$ cat src/rtl/float8_mult.sv
// Registered 8-bit float multiplier: sign[7], exponent[6:4] (bias 4), fraction[3:0]
// with hidden 1. Single-cycle latency, truncating, saturating on overflow.
module float8_mult (
  input  logic       clk,
  input  logic       rst,
  input  logic       iValid,
  input  logic [7:0] iNum1,
  input  logic [7:0] iNum2,
  output logic [7:0] oNum,
  output logic       overflow,
  output logic       oValid
);

  logic              sign;
  logic              isZero;
  logic [9:0]        sig1;
  logic [9:0]        sig2;
  logic [9:0]        sigProd;
  logic [5:0]        sigHi;
  logic              norm;
  logic [3:0]        frac;
  logic signed [5:0] exp1;
  logic signed [5:0] exp2;
  logic signed [5:0] expUnb;
  logic [2:0]        expCode;
  logic [7:0]        nextNum;
  logic              nextOvf;

  always_comb begin
    sign    = iNum1[7] ^ iNum2[7];
    isZero  = (iNum1[6:0] == 7'h00) || (iNum2[6:0] == 7'h00);
    sig1    = {5'b0, 1'b1, iNum1[3:0]};
    sig2    = {5'b0, 1'b1, iNum2[3:0]};
    sigProd = sig1 * sig2;
    // Bits below the retained fraction are simply discarded: round toward zero.
    sigHi   = 6'(sigProd >> 4);
    norm    = sigHi[5];
    frac    = norm ? sigHi[4:1] : sigHi[3:0];
    exp1    = $signed({3'b0, iNum1[6:4]}) - 6'sd4;
    exp2    = $signed({3'b0, iNum2[6:4]}) - 6'sd4;
    expUnb  = exp1 + exp2 + $signed({5'b0, norm});
    expCode = 3'(expUnb + 6'sd4);

    nextNum = '0;
    nextOvf = 1'b0;
    if (isZero) begin
      nextNum = '0;
    end else if (expUnb > 6'sd3) begin
      nextNum = {sign, 7'h7F};
      nextOvf = 1'b1;
    end else if (expUnb < -6'sd4) begin
      nextNum = '0;
    end else if (expCode == 3'd0 && frac == 4'd0) begin
      // Exponent code 000 with empty fraction aliases the zero encoding.
      nextNum = '0;
    end else begin
      nextNum = {sign, expCode, frac};
    end
  end

  always_ff @(posedge clk) begin
    if (rst) begin
      oNum     <= '0;
      overflow <= 1'b0;
      oValid   <= 1'b0;
    end else begin
      oValid <= iValid;
      if (iValid) begin
        oNum     <= nextNum;
        overflow <= nextOvf;
      end
    end
  end

endmodule

$ cat config.mk
export PLATFORM = sky130hd
export DESIGN_NAME = float8_mult
export DESIGN_NICKNAME = d
export VERILOG_FILES = /design/src/rtl/float8_mult.sv
export SDC_FILE = /design/constraint.sdc
export NUM_CORES = 1
export LEC_CHECK = 0
export BUFFER_PORTS_ARGS = -buffer_cell sky130_fd_sc_hd__buf_2
export CORE_MARGIN = 1
export CORE_UTILIZATION = 50
export CTS_CLUSTER_DIAMETER = 200
export CTS_CLUSTER_SIZE = 24
export DETAILED_ROUTE_END_ITERATION = 7
export HOLD_SLACK_MARGIN = 0.06
export PLACE_DENSITY = 0.74
export SKIP_CTS_REPAIR_TIMING = 1
export SLEW_MARGIN = 20
export SYNTH_ARGS = -nofsm -noshare
export SYNTH_HDL_FRONTEND = slang
export SYNTH_SLANG_ARGS = --single-unit
export TNS_END_PERCENT = 50
$ cat constraint.sdc
create_clock -name clk -period 8.1 [get_ports clk]
set_clock_uncertainty 0.2 [all_clocks]
set_input_delay 1.215 -clock clk [delete_from_list [all_inputs] [get_ports clk]]
set_output_delay 1.215 -clock clk [all_outputs]
set_load 0.02 [all_outputs]
=== Yosys cells after proc, flatten, opt, wreduce, memory -nomap -nowiden ===
Index checks and enable logic that the tools add are counted.

* Flip-flop bits (word level): 10
* Input port bits: 19
* Output and inout port bits: 10
* Logic and storage cells: 25

* $add $sub $neg: 5
* Multipliers: 1
* Order comparisons: 2
* Muxes and demuxes: 7
* Bitwise logic cells: 1
* Reduce and logical (&&, ||, !) cells: 6

{| class="wikitable"
|+ Operators by type and width
! operator !! count
|-
| 2-to-1 mux 8 bit || 4
|-
| zero test 7 bit || 2
|-
| multiplier 5 x 5 -> 10 bit || 1
|-
| subtractor 3 x 3 -> 4 bit, second input constant || 2
|-
| adder 5 x 2 -> 6 bit || 1
|-
| greater-than comparator 6 x 3 -> 1 bit, second input constant || 1
|-
| less-than comparator 6 x 3 -> 1 bit, second input constant || 1
|-
| adder 4 x 4 -> 5 bit || 1
|-
| zero test 4 bit || 1
|-
| 2-to-1 mux 4 bit || 1
|-
| adder 3 bit, second input constant || 1
|-
| zero test 3 bit || 1
|-
| 2-to-1 mux 1 bit || 2
|-
| logical AND 1 bit || 1
|-
| logical OR 1 bit || 1
|-
| XOR 1 bit || 1
|}

=== Logic depth before layout (Yosys ltp) ===
* Depth after elaboration: 10
* Gate-level depth with buffers: 20
* Gate-level depth less buffers: 20

=== Worst setup path before layout ===
OpenSTA, ideal clock, no wires.

* Path kind: in2reg
* From: in iNum1[1]
* To: reg oNum[2]
* Library setup time: 0.060 ns
* Data arrival time: 6.305 ns
* Data required time: 7.840 ns
* Path slack: 1.535 ns
* Cell stages on the path: 20
* Path buffers: 0
* Path through: and2_1 -> fa_1 -> inv_1 -> fa_1 -> fa_1 -> inv_1 -> ha_1 -> nand4_1 -> o2111ai_2 -> a211o_2 -> nand3_4 -> fa_1 -> fa_1 -> fa_1 -> nor2b_1 -> a311oi_1 -> and3_1 -> nor4b_1 -> a31oi_1 -> a32o_1

* Word-level cells in the longest chain between the ends: 9
* Elaborated cells on any way between the ends: 15
* Those cells by class: add/sub (2); mul (1); order compare (2); mux (5); reduce/logical (5)

{| class="wikitable"
|+ Ends and longest elaborated chain
! item !! line !! RTL
|-
| start, declared || 7 || <nowiki>input logic [7:0] iNum1,</nowiki>
|-
| multiplier 5 x 5 -> 10 bit || 34 || <nowiki>sigProd = sig1 * sig2;</nowiki>
|-
| adder 5 x 2 -> 6 bit || 41 || <nowiki>expUnb = exp1 + exp2 + $signed({5'b0, norm});</nowiki>
|-
| adder 3 bit || 42 || <nowiki>expCode = 3'(expUnb + 6'sd4);</nowiki>
|-
| zero test 3 bit || 53 || <nowiki>end else if (expCode == 3'd0 && frac == 4'd0) begin</nowiki>
|-
| logical AND 1 bit || 53 ||
|-
| 2-to-1 mux 8 bit || 53 ||
|-
| 2-to-1 mux 8 bit || 51 || <nowiki>end else if (expUnb < -6'sd4) begin</nowiki>
|-
| 2-to-1 mux 8 bit || 48 || <nowiki>end else if (expUnb > 6'sd3) begin</nowiki>
|-
| 2-to-1 mux 8 bit (*) || 46 || <nowiki>if (isZero) begin</nowiki>
|-
| end signal, assigned || 69 || <nowiki>oNum <= nextNum;</nowiki>
|-
| end, declared || 9 || <nowiki>output logic [7:0] oNum,</nowiki>
|}

Mark *: on every way between the ends. The rest lies on a longest branch, timed or not.
A chain may end at the register's enable or synchronous reset.

=== Worst setup path after layout ===
Same ends and word-level chain as after synthesis.

==> impl_metrics.py <==
metrics = {
    "drt": {
        "totalWireLength_um": 2900,
        "via_count": 1252,
        "drcViolationCount": 0,
        "drtIter0Drc": 30,
        "viasPerCell": 5.74,
        "firstDrtPassIters": 4,
        "routedWlPerCell_um": 13.3,
        "drtAntennaViolNets": 0,
    },
    "layout": {
        "final_util_pct": 62.0,
        "n_fill_cell": 240,
        "fin_nets": 236,
        "fin_cells": 218,
        "syn2layout_area_growth_pct": 15.7,
        "layout-drive-gt1-share_pct": 21.8,
        "multi_input_area_um2": 1060,
        "final-seq-area_um2": 200,
        "diodes": 0,
    },
    "setup_path": {
        "r2r_setup_slack_ns": 7.23,
        "reg2regPathDepth": 2,
        "start_kind": "input pin",
        "cp.required_ns": 8.11,
        "criticalPathCategory": "input pin to flop",
        "crit_family": "adder cells",
        "arrival_ns": 6.97,
        "crit_chain": "buf_2 -> and2_1 -> fa_1 -> inv_1 -> fa_1 -> fa_1 -> inv_1 -> ha_1 -> nand4_1 -> o2111ai_2 -> a211o_2 -> nand3_4 -> fa_1 -> fa_1 -> fa_1 -> nor2b_1 -> a311oi_1 -> and3_1 -> nor4b_1 -> a31oi_1 -> a32o_1",
        "crit_cells": 21,
        "worst-path-max-fanout": 7,
        "crit_path_max_incr_delay_ns": 0.53,
        "cp-end-kind": "flop",
        "slowest_stage": "fa_1",
        "crit_top_cell": "fa_1",
        "rr_endpoint": "oNum[0]",
        "worstReg2RegStart": "oNum[0]",
        "cp_num_buf_inv": 3,
    },
    "synth": {
        "synthCells": 157,
        "synth.area.top_cells": "fa_1 (16%), ha_1 (16%), dfxtp_1 (15%)",
        "ys_seq_area_share_pct": 15.0,
        "synth.top_cell.area_share_pct": 16.4,
        "syn-num-nets": 204,
        "synth_area_um2": 1340,
        "syn-mean-instance-area_um2": 8.53,
        "synth.distinct_cells": 44,
        "yosys.area.top_type": "fa_1",
        "ys_ff_latch": 10,
        "yosys_warnings": 0,
    },
    "worst_hold_path": {
        "hold_path_class": "flop to flop",
        "hp-start": "oNum[4]",
        "holdPathEnd": "oNum[4]",
        "hold_depth": 2,
    },
    "power": {
        "p_leak_nw": 0.762,
        "ir_drop_uv": 168,
        "power.density_nw_per_um2": 180,
        "total_power_w": 0.000279,
    },
    "clocking": {
        "cts_buffers": 3,
        "clock_latency_ns": 0.26,
        "clock-sinks": 10,
        "clkTransAtPathRegs_ns": 0.07,
        "cts_buffer_depth": 2,
        "cts_tree": "yes",
        "cts_max_level": 1,
        "cts-root-buf": "clkbuf_4",
    },
    "global_routing": {
        "overflow": 0,
        "track_usage_pct": 22.3,
        "grt_start_max_net_pins": 11,
        "grt_pass1_vias": 1154,
        "grt_pass1_wl_um": 4740,
        "antenna_found_initial": 0,
    },
    "sta": {
        "finalMaxSlewViolations": 0,
        "setup_viol": 0,
        "fin_crit_sh_pct": 85.9,
        "slew_headroom_pct": 60.2,
        "timing.fmax_mhz": 144,
        "fin_ws_ns": 1.15,
        "rsz0062_at_grt": "false",
        "final.setup.tns_ns": 0,
        "period_minus_slack_ns": 6.95,
        "final_hold_viol_count": 0,
        "tightestPinTransition_ns": 0.593,
    },
    "place": {
        "place_hpwl_um": 2400,
        "gp_congestion": 0.818,
        "placedCellCount": 214,
        "place_ws_ns": 0.914,
        "io_buffers": 28,
    },
    "run": {
        "cap_viol_max_count": 0,
    },
    "die": {
        "io-pin-count": 29,
        "core_area_um2": 2500,
        "start_util_pct": 53.6,
        "rows": 18,
        "die_width_um": 53.7,
        "die_h_um": 53.7,
        "dieArea_um2": 2890,
    },
    "outcome": {
        "status": "finished clean",
    },
}
## how the worst max path moves through the flow
| stage | slack, ns | startpoint | to |
|---|---|---|---|
| global route | 0.81 | iNum1[1] | oNum[2] |
| detailed placement | 0.91 | iNum1[1] | oNum[2] |
| floorplan | 1.53 | iNum1[1] | oNum[2] |
| global placement | 1.18 | iNum1[1] | oNum[2] |
| CTS | 1.21 | iNum1[1] | oNum[2] |
| finish | 1.15 | iNum1[1] | oNum[2] |
## layout make-up
type / count / share of cell area, %
inverters: 19 / 4.60
flip-flops and latches: 10 / 12.9
multi-input cells: 127 / 68.7
repair buffers: 28 / 9.05
well taps: 30 / 2.42
clock buffers: 4 / 2.34
## metal layers
metal,global-route usage (%),share of wire [%]
met1,30.2,47
met2,35.6,45
met3,4.52,6.4
met4,6.14,0.97
met5,0,0
## state kept, by name, summed over array words and instances, names as in the netlist
name      cells
oValid        1
oNum          8
overflow      1
## through the flow
stage / area [um^2] / hold slack, ns
4_1_cts: 1550 / 0.269
3_5_place_dp: 1510 / 0.258
3_3_place_gp: 1510 / 0.254
5_1_grt: 1550 / 0.295
6_report: 1550 / 0.272
2_1_floorplan: 1340 / 0.341
## worst reg2reg max path: stages (launching register included)
cell and delay [ns]:
dfxtp_1 0.32, a21oi_1 0.14, o22ai_1 0.10
## where the power goes
group	leakage [nW]	total (W)	internal [W]	switching, W
registers	0.0829	0.0000615	0.0000573	0.00000418
clock network	0.0210	0.0000450	0.0000273	0.0000177
logic	0.658	0.000172	0.0000729	0.0000996
total	0.762	0.000279	0.000157	0.000121
## cell usage after synthesis (all sizes together)
cell type and count:
a211o 1, a21boi 1, a21o 1, a21oi 12, a22o 1, a22oi 1, a311oi 1, a31oi 2
a32o 1, and2 9, and3 1, and4 1, clkbuf 1, clkinv 1, dfxtp 10, fa 11
ha 17, inv 18, mux2i 2, nand2 12, nand2b 3, nand3 5, nand4 4, nor2 9
nor2b 4, nor3 5, nor4 2, nor4b 1, o2111a 1, o2111ai 2, o211a 1, o21ai 5
o22ai 2, or3 1, or3b 1, or4b 1, xnor2 3, xor2 3
## placed cells by master (no fill, tap or decap), types with 2 or more instances in the layout
master	synthesis	routed
buf_2	0	28
inv_1	18	18
ha_1	17	17
nand2_1	12	12
a21oi_1	12	12
fa_1	11	11
dfxtp_1	10	10
nor2_1	9	9
and2_1	8	8
nand3_1	4	4
nor3_1	4	4
nor2b_1	4	4
o21ai_0	4	4
nand4_1	3	3
nand2b_1	3	3
xor2_1	3	3
xnor2_1	3	3
clkbuf_4	0	3
a31oi_1	2	2
nor4_1	2	2
o22ai_1	2	2
mux2i_1	2	2
## cell families after synthesis
| logic type | synth area share (%) |
|---|---|
| xor gates and xnor gates | 3.93 |
| and+or+nand+nor | 25.5 |
| buffers and inverters | 5.61 |
| adders and majority gates | 32.3 |
| AOI/OAI and AO/OA | 16.2 |
| DFF | 15.0 |
| muxes | 1.50 |
No activity file was read; power rests on OpenSTA's default activity.
